**src/rtl/seq_ctrl_pkg.sv**
```systemverilog
// Shared types and default sizes for the bit-serial sequence scan controller.
package seq_ctrl_pkg;

    localparam int DEF_DATA_W  = 8;
    localparam int DEF_PAT_W   = 8;
    localparam int DEF_CNT_W   = 16;
    localparam int STATE_WIDTH = 4;

    typedef enum logic [STATE_WIDTH-1:0] {
        IDLE  = 4'd0,
        LOAD  = 4'd1,
        SHIFT = 4'd2,
        DONE  = 4'd3
    } state_t;

endpackage

```
**src/rtl/seq_scan_ctrl_if.sv**
```systemverilog
// Word stream into the scan controller: valid/ready handshake plus end-of-run marker.
interface seq_scan_ctrl_if #(
    parameter int DATA_W = 8
) ();

    logic [DATA_W-1:0] in_data;
    logic              in_last;
    logic              in_valid;
    logic              in_ready;

    modport master (output in_data, output in_last, output in_valid, input  in_ready);
    modport slave  (input  in_data, input  in_last, input  in_valid, output in_ready);

endinterface

```
**src/rtl/seq_prog_det.sv**
```systemverilog
// Programmable serial pattern matcher: history shift register, fill counter,
// length-masked compare and a registered one-cycle match pulse.
module seq_prog_det #(
    parameter int PAT_W = 8,
    parameter int LEN_W = $clog2(PAT_W) + 1
) (
    input  logic             clk,
    input  logic             rst_n,
    input  logic             clr,
    input  logic             bit_in,
    input  logic             bit_valid,
    input  logic [PAT_W-1:0] pattern,
    input  logic [LEN_W-1:0] len,
    input  logic             overlap,
    output logic             match
);

    logic [PAT_W-1:0] hist_r;
    logic [LEN_W-1:0] fill_r;
    logic [PAT_W-1:0] hist_nxt_s;
    logic [LEN_W-1:0] fill_nxt_s;
    logic [PAT_W-1:0] mask_s;
    logic             hit_s;

    function automatic logic [PAT_W-1:0] len_mask(input logic [LEN_W-1:0] l);
        logic [PAT_W-1:0] m;
        m = '0;
        for (int i = 0; i < PAT_W; i++) begin
            m[i] = (LEN_W'(i) < l);
        end
        return m;
    endfunction

    // Next history/fill and hit decision for the bit currently on the line
    always_comb begin
        hist_nxt_s = {hist_r[PAT_W-2:0], bit_in};
        if (fill_r == LEN_W'(PAT_W)) begin
            fill_nxt_s = fill_r;
        end else begin
            fill_nxt_s = fill_r + LEN_W'(1);
        end
        mask_s = len_mask(len);
        hit_s  = (fill_nxt_s >= len) && ((hist_nxt_s & mask_s) == (pattern & mask_s));
    end

    // History, fill and match registers; non-overlap mode restarts the fill on a hit
    always_ff @(posedge clk) begin
        if (!rst_n) begin
            hist_r <= '0;
            fill_r <= '0;
            match  <= 1'b0;
        end else if (clr) begin
            hist_r <= '0;
            fill_r <= '0;
            match  <= 1'b0;
        end else if (bit_valid) begin
            hist_r <= hist_nxt_s;
            fill_r <= (hit_s && !overlap) ? '0 : fill_nxt_s;
            match  <= hit_s;
        end else begin
            match  <= 1'b0;
        end
    end

endmodule

```
**src/rtl/seq_scan_ctrl.sv**
```systemverilog
// Run controller: config shadow, start/busy/done FSM, MSB-first word serializer
// and saturating match counter around the programmable pattern matcher.
module seq_scan_ctrl
    import seq_ctrl_pkg::*;
#(
    parameter int DATA_W = DEF_DATA_W,
    parameter int PAT_W  = DEF_PAT_W,
    parameter int CNT_W  = DEF_CNT_W,
    parameter int LEN_W  = $clog2(PAT_W) + 1
) (
    input  logic                 clk,
    input  logic                 rst_n,
    input  logic                 cfg_we,
    input  logic [PAT_W-1:0]     cfg_pattern,
    input  logic [LEN_W-1:0]     cfg_len,
    input  logic                 cfg_overlap,
    input  logic                 start,
    seq_scan_ctrl_if.slave       stream,
    output logic                 bit_out,
    output logic                 bit_valid,
    output logic                 match,
    output logic [CNT_W-1:0]     match_cnt,
    output logic                 busy,
    output logic                 done,
    output logic                 cfg_err
);

    localparam int IDX_W = (DATA_W > 1) ? $clog2(DATA_W) : 1;

    state_t            state_r;
    logic [DATA_W-1:0] word_r;
    logic              last_r;
    logic [IDX_W-1:0]  idx_r;
    logic [PAT_W-1:0]  pat_r;
    logic [LEN_W-1:0]  len_r;
    logic              ovl_r;
    logic              run_go_s;

    function automatic logic len_legal(input logic [LEN_W-1:0] l);
        return (l != '0) && (l <= LEN_W'(PAT_W));
    endfunction

    assign run_go_s = (state_r == IDLE) && start && len_legal(len_r);

    // Run sequencing FSM with serializer, config shadow and registered status outputs
    always_ff @(posedge clk) begin
        if (!rst_n) begin
            state_r         <= IDLE;
            word_r          <= '0;
            last_r          <= 1'b0;
            idx_r           <= '0;
            pat_r           <= '0;
            len_r           <= '0;
            ovl_r           <= 1'b0;
            stream.in_ready <= 1'b0;
            bit_out         <= 1'b0;
            bit_valid       <= 1'b0;
            busy            <= 1'b0;
            done            <= 1'b0;
            cfg_err         <= 1'b0;
        end else begin
            done <= 1'b0;
            // Config writes are only honoured while idle; a rejected start also flags
            if (state_r != IDLE) begin
                cfg_err <= cfg_we;
            end else begin
                cfg_err <= start && !len_legal(len_r);
            end
            case (state_r)
                IDLE: begin
                    if (cfg_we) begin
                        pat_r <= cfg_pattern;
                        len_r <= cfg_len;
                        ovl_r <= cfg_overlap;
                    end
                    if (run_go_s) begin
                        state_r         <= LOAD;
                        busy            <= 1'b1;
                        stream.in_ready <= 1'b1;
                    end
                end
                LOAD: begin
                    if (stream.in_valid) begin
                        word_r          <= {stream.in_data[DATA_W-2:0], 1'b0};
                        last_r          <= stream.in_last;
                        idx_r           <= '0;
                        bit_out         <= stream.in_data[DATA_W-1];
                        bit_valid       <= 1'b1;
                        stream.in_ready <= 1'b0;
                        state_r         <= SHIFT;
                    end
                end
                SHIFT: begin
                    if (idx_r == IDX_W'(DATA_W - 1)) begin
                        bit_out   <= 1'b0;
                        bit_valid <= 1'b0;
                        if (last_r) begin
                            state_r <= DONE;
                            done    <= 1'b1;
                        end else begin
                            state_r         <= LOAD;
                            stream.in_ready <= 1'b1;
                        end
                    end else begin
                        idx_r   <= idx_r + IDX_W'(1);
                        bit_out <= word_r[DATA_W-1];
                        word_r  <= {word_r[DATA_W-2:0], 1'b0};
                    end
                end
                DONE: begin
                    state_r <= IDLE;
                    busy    <= 1'b0;
                end
                default: begin
                    state_r         <= IDLE;
                    busy            <= 1'b0;
                    bit_valid       <= 1'b0;
                    bit_out         <= 1'b0;
                    stream.in_ready <= 1'b0;
                end
            endcase
        end
    end

    // Saturating per-run match counter, cleared when a run is launched
    always_ff @(posedge clk) begin
        if (!rst_n) begin
            match_cnt <= '0;
        end else if (run_go_s) begin
            match_cnt <= '0;
        end else if (match && (match_cnt != {CNT_W{1'b1}})) begin
            match_cnt <= match_cnt + CNT_W'(1);
        end
    end

    seq_prog_det #(
        .PAT_W (PAT_W),
        .LEN_W (LEN_W)
    ) u_det (
        .clk       (clk),
        .rst_n     (rst_n),
        .clr       (run_go_s),
        .bit_in    (bit_out),
        .bit_valid (bit_valid),
        .pattern   (pat_r),
        .len       (len_r),
        .overlap   (ovl_r),
        .match     (match)
    );

endmodule

```
**src/flat_wrapper.sv**
```systemverilog
// flat-port wrapper written by rule: the top's interface ports become plain ports
module seq_scan_ctrl_flat import seq_ctrl_pkg::*;
#(
    parameter int DATA_W = DEF_DATA_W,
    parameter int PAT_W  = DEF_PAT_W,
    parameter int CNT_W  = DEF_CNT_W,
    parameter int LEN_W  = $clog2(PAT_W) + 1
)
  (clk, rst_n, cfg_we, cfg_pattern, cfg_len, cfg_overlap, start, bit_out, bit_valid, match, match_cnt, busy, done, cfg_err, stream_in_data, stream_in_last, stream_in_valid, stream_in_ready);
  seq_scan_ctrl_if #(.DATA_W(DATA_W)) stream_i ();
  input  logic clk;
  input  logic rst_n;
  input  logic cfg_we;
  input  logic [PAT_W-1:0] cfg_pattern;
  input  logic [LEN_W-1:0] cfg_len;
  input  logic cfg_overlap;
  input  logic start;
  output logic bit_out;
  output logic bit_valid;
  output logic match;
  output logic [CNT_W-1:0] match_cnt;
  output logic busy;
  output logic done;
  output logic cfg_err;
  input wire logic [$bits(stream_i.in_data)-1:0] stream_in_data;
  input wire logic [$bits(stream_i.in_last)-1:0] stream_in_last;
  input wire logic [$bits(stream_i.in_valid)-1:0] stream_in_valid;
  output wire logic [$bits(stream_i.in_ready)-1:0] stream_in_ready;
  assign stream_i.in_data = stream_in_data;
  assign stream_i.in_last = stream_in_last;
  assign stream_i.in_valid = stream_in_valid;
  assign stream_in_ready = stream_i.in_ready;
  seq_scan_ctrl #(.DATA_W(DATA_W), .PAT_W(PAT_W), .CNT_W(CNT_W), .LEN_W(LEN_W)) u_core (.clk(clk), .rst_n(rst_n), .cfg_we(cfg_we), .cfg_pattern(cfg_pattern), .cfg_len(cfg_len), .cfg_overlap(cfg_overlap), .start(start), .stream(stream_i), .bit_out(bit_out), .bit_valid(bit_valid), .match(match), .match_cnt(match_cnt), .busy(busy), .done(done), .cfg_err(cfg_err));
endmodule
```
**config.mk**
```make
export PLATFORM = sky130hd
export DESIGN_NAME = seq_scan_ctrl_flat
export DESIGN_NICKNAME = d
export VERILOG_FILES = /design/src/rtl/seq_ctrl_pkg.sv /design/src/rtl/seq_scan_ctrl_if.sv /design/src/rtl/seq_prog_det.sv /design/src/rtl/seq_scan_ctrl.sv /design/src/flat_wrapper.sv
export SDC_FILE = /design/constraint.sdc
export NUM_CORES = 1
export LEC_CHECK = 0
export CAP_MARGIN = 20
export CORE_MARGIN = 4
export CORE_UTILIZATION = 40
export DETAILED_ROUTE_END_ITERATION = 8
export HOLD_SLACK_MARGIN = 0.12
export PLACE_DENSITY_LB_ADDON = 0.08
export SLEW_MARGIN = 15
export SYNTH_ARGS = -nofsm -noshare
export SYNTH_HDL_FRONTEND = slang
export SYNTH_SLANG_ARGS = --single-unit
```
**constraint.sdc**
```tcl
create_clock -name clk -period 2.3 [get_ports clk]
set_input_delay 0.69 -clock clk [delete_from_list [all_inputs] [get_ports clk]]
set_output_delay 0.69 -clock clk [all_outputs]
set_load 0.03 [all_outputs]
```
==> impl_results.md <==
* Cell Area, Synth at 3020 um2
* First-pass GRT wire length at 11200 um
* Clock share of power at 33.8%
* Pwr Density at 876 nW/um2
* Syn Nets at 385
* Minimum clock period at 2.18 ns
* Count of max-cap constraint violations at 0
* Clk_skew at 0.00799 ns
* GRT Total Usage at 16.0%
* Nets at 438
* Worst Setup End Kind: output port
* Post-synth EDFFs at 0
* Share of layout cells above drive strength 1 at 10.2%
* Main flop type after synthesis: dfxtp_1
* Largest stage delay on the critical path at 0.71 ns
* Max-slew violations at 0
* Area Growth Syn to Fin at 27.6%
* Internal power at 2310 uW
* Setup violations, final at 0
* DR vias/cell at 4.97
* Crit path buf inv count at 1
* Antenna viol nets, final at 0
* Post-CTS Setup Bufs at 0
* Cells after DPL at 485
* Synth unique cells at 55
* Worst Setup SP: u_core.match_cnt[6]
* Die Footprint at 8990 um2
* Top Ports at 50
* Pre-Repair DR Iteration Count at 4
* CTS tree: yes
* Required time worst endpoint at 1.61 ns
* Yosys warns at 0
* Total CTS buffers at 9
* CP cell instances: clkdlybuf4s50_1
* Critical path class: reg -> out
* Port Buf Inserts at 49
* Starting Density at 41.4%
* Flop pwr share at 38.7%
* Cell Count, Final, Fillers Out at 501
* Num rows at 31
* Total number of vias at 2490
* Cell leakage power at 0.00141 uW
* Average size of a mapped cell at 8.77 um2
* Hold_sp: u_core.pat_r[3]
* Setup TNS at 0 ns
* Vias in the first global route at 2427
* Fin util at 52.8%
* Clk sinks at 60
* Part of the power in combinational logic at 27.5%
* 1st-iter DRT viols at 78
* Routed WL per cell at 13.0 um
* Design Power at 3370 uW
* Core area at 7290 um2
* Status: finished clean
* Actual slew at the worst max-slew pin at 0.461 ns
* HP Class: reg -> reg
* Fmax achieved at 458 MHz
* Asr flop ratio synth at 0%
* Worst hold margin at 0.472 ns
* Arr. time, crit path at 1.49 ns
* Sw frac at 31.5%
* Sw Pwr at 1060 uW
* Hold_buf cts at 0
* Placer Congestion at 0.837
* Final WL at 6530 um
* Die Y at 94.8 um
* Largest net degree at the start of global routing at 27
* Largest fanout on the critical path at 5
* ANT cells at 0
* Skew-Pair Late Insertion Delay at 0.34 ns
* Top delay family on crit path: buffers and inverters
* Filler Cell Count at 728
* Total grt overflow at 0
* Reg2Reg Setup Slack at 0.16 ns
* Clock Pin Slew Worst Setup and Hold Paths at 0.07 ns
* Die Wd at 94.8 um
* Hpwl dp at 4730 um
* # DRC at 0
* Worst VDD drop at 0.589 mV
* Final worst-path cycle share at 94.9%
* Critical Path Start Type: flop
* Seq/Total Area, Yosys at 39.8%
* Slowest CP cell: clkdlybuf4s50_1
* Clock H-tree levels at 3
* Initial antenna violation count at 0
* Clk root buf: clkbuf_8
* Clk buf depth at 2
* Post-synthesis instance total at 344
* Synthesis-stage register bit count at 60
* Rel. slew slack at 69.3%
* Final Hold Fails at 0
* R2r startpoint: u_core.u_det.fill_r[0]
stage by stage:
step           cell area (um2)  setup WS (ns)
6_report                  3850          0.118
5_1_grt                   3850        -0.0168
4_1_cts                   3840        0.00204
3_5_place_dp              3590        -0.0265
3_3_place_gp              3590         0.0150
2_1_floorplan             3020          0.144
Yosys cell counts, types with 3 or more instances:
cell | n | area share (%)
a211oi_1 | 9 | 2.2
a21oi_1 | 28 | 4.6
buf_6 | 3 | 1.1
clkbuf_1 | 7 | 0.87
dfxtp_1 | 60 | 40
ha_1 | 14 | 5.8
inv_1 | 12 | 1.5
mux2i_1 | 15 | 5.0
nand2_1 | 43 | 5.4
nand2b_1 | 6 | 1.2
nand3_1 | 12 | 2.0
nand4_1 | 6 | 1.2
nor2_1 | 42 | 5.2
nor3_1 | 6 | 1.0
nor4_1 | 4 | 0.83
nor4b_1 | 3 | 0.87
o21ai_0 | 6 | 1.0
xnor2_1 | 17 | 4.9
xor2_1 | 7 | 2.0
worst paths after layout:
| path | end | depth (start not counted) |
|---|---|---|
| worst max-delay path | match_cnt[6] | 1 |
| worst min-delay path | u_core.pat_r[3] | 2 |
| worst max register to register | u_core.u_det.match | 11 |
| worst min register to register | u_core.pat_r[3] | 2 |
power by group through the flow:
stage / Combinational (uW) / Clock, uW / Sequential (uW)
4_1_cts: 932 / 1170 / 1300
6_report: 927 / 1140 / 1300
3_5_place_dp: 924 / 0 / 1330
2_1_floorplan: 703 / 0 / 1340
5_1_grt: 1050 / 1220 / 1320
3_3_place_gp: 908 / 0 / 1330
layout make-up:
type / instances / area, um2 / share of cell area (%)
repair buffers: 57 / 563 / 14.6
clock buffers: 9 / 124 / 3.22
multi-input cells: 257 / 1670 / 43.5
well taps: 99 / 124 / 3.22
flip-flops and latches: 60 / 1200 / 31.3
clock inverters: 7 / 115 / 2.99
inverters: 12 / 45.0 / 1.17
per-layer routing:
| metal | global-route usage [%] | wire length, um |
|---|---|---|
| met1 | 22.3 | 3360 |
| met2 | 22.7 | 2720 |
| met3 | 3.11 | 329 |
| met4 | 9.01 | 123 |
| met5 | 0 | 0 |
flip-flops by register name, indices dropped and copies added, names as in the netlist:
register,cells
u_core.ovl_r,1
u_core.cfg_err,1
u_core.bit_valid,1
u_core.idx_r,3
u_core.word_r,7
u_core.stream.in_ready,1
u_core.bit_out,1
u_core.done,1
u_core.u_det.fill_r,4
u_core.last_r,1
u_core.busy,1
u_core.state_r,2
u_core.match_cnt,16
u_core.u_det.match,1
u_core.len_r,4
u_core.u_det.hist_r,7
u_core.pat_r,8
worst min-delay path, delay by kind of cell, from the launching register on:
| family | cells | cell delay [ns] |
|---|---|---|
| flip-flops | 1 | 0.32 |
| AO/OA/AOI/OAI | 1 | 0.05 |
| AND/OR/NAND/NOR | 1 | 0.06 |
cell usage in the layout (no fill, tap or decap), types with 2 or more instances in the layout:
| cell | synthesis | final |
|---|---|---|
| mux2i_1 | 15 | 15 |
| nand2b_1 | 6 | 6 |
| clkinv_2 | 0 | 2 |
| nor2_1 | 42 | 42 |
| bufinv_16 | 0 | 3 |
| nor4_2 | 1 | 2 |
| o22ai_1 | 2 | 2 |
| nor3_1 | 6 | 6 |
| o31ai_1 | 2 | 2 |
| clkbuf_8 | 0 | 9 |
| xnor2_1 | 17 | 17 |
| nor2b_1 | 2 | 2 |
| and2_1 | 2 | 2 |
| ha_1 | 14 | 14 |
| nand2_1 | 43 | 43 |
| nor4b_1 | 3 | 3 |
| buf_4 | 1 | 7 |
| nand3_1 | 12 | 12 |
| dfxtp_1 | 60 | 58 |
| nand4_1 | 6 | 6 |
| nor4_1 | 4 | 3 |
| inv_1 | 12 | 12 |
| dfxtp_2 | 0 | 2 |
| and3_1 | 2 | 2 |
| clkdlybuf4s50_1 | 0 | 49 |
| clkinvlp_4 | 0 | 2 |
| xor2_1 | 7 | 7 |
| a21oi_1 | 28 | 28 |
| a211oi_1 | 9 | 8 |
| o21ai_0 | 6 | 6 |
| o21a_1 | 2 | 2 |
| a31oi_1 | 2 | 2 |
repair_timing:
| item | CTS | global route |
|---|---|---|
| endpoints found under the setup margin | 3 | 5 |
| cloned | 0 | 0 |
| endpoints found under the hold margin | 0 | 0 |
| resized for setup | 2 | 3 |
| pin swaps | 0 | 4 |
cells by family after synthesis:
kind of cell	Yosys count	share of synthesized area (%)
XOR/XNOR	24	6.97
AND/OR/NAND/NOR	141	23.8
AO/OA/AOI/OAI	62	13.0
multiplexers	16	5.35
buffers and inverters	27	5.27
flip-flops	60	39.8
adder cells (fa/ha/maj)	14	5.81
No activity file was read; power rests on OpenSTA's default activity.
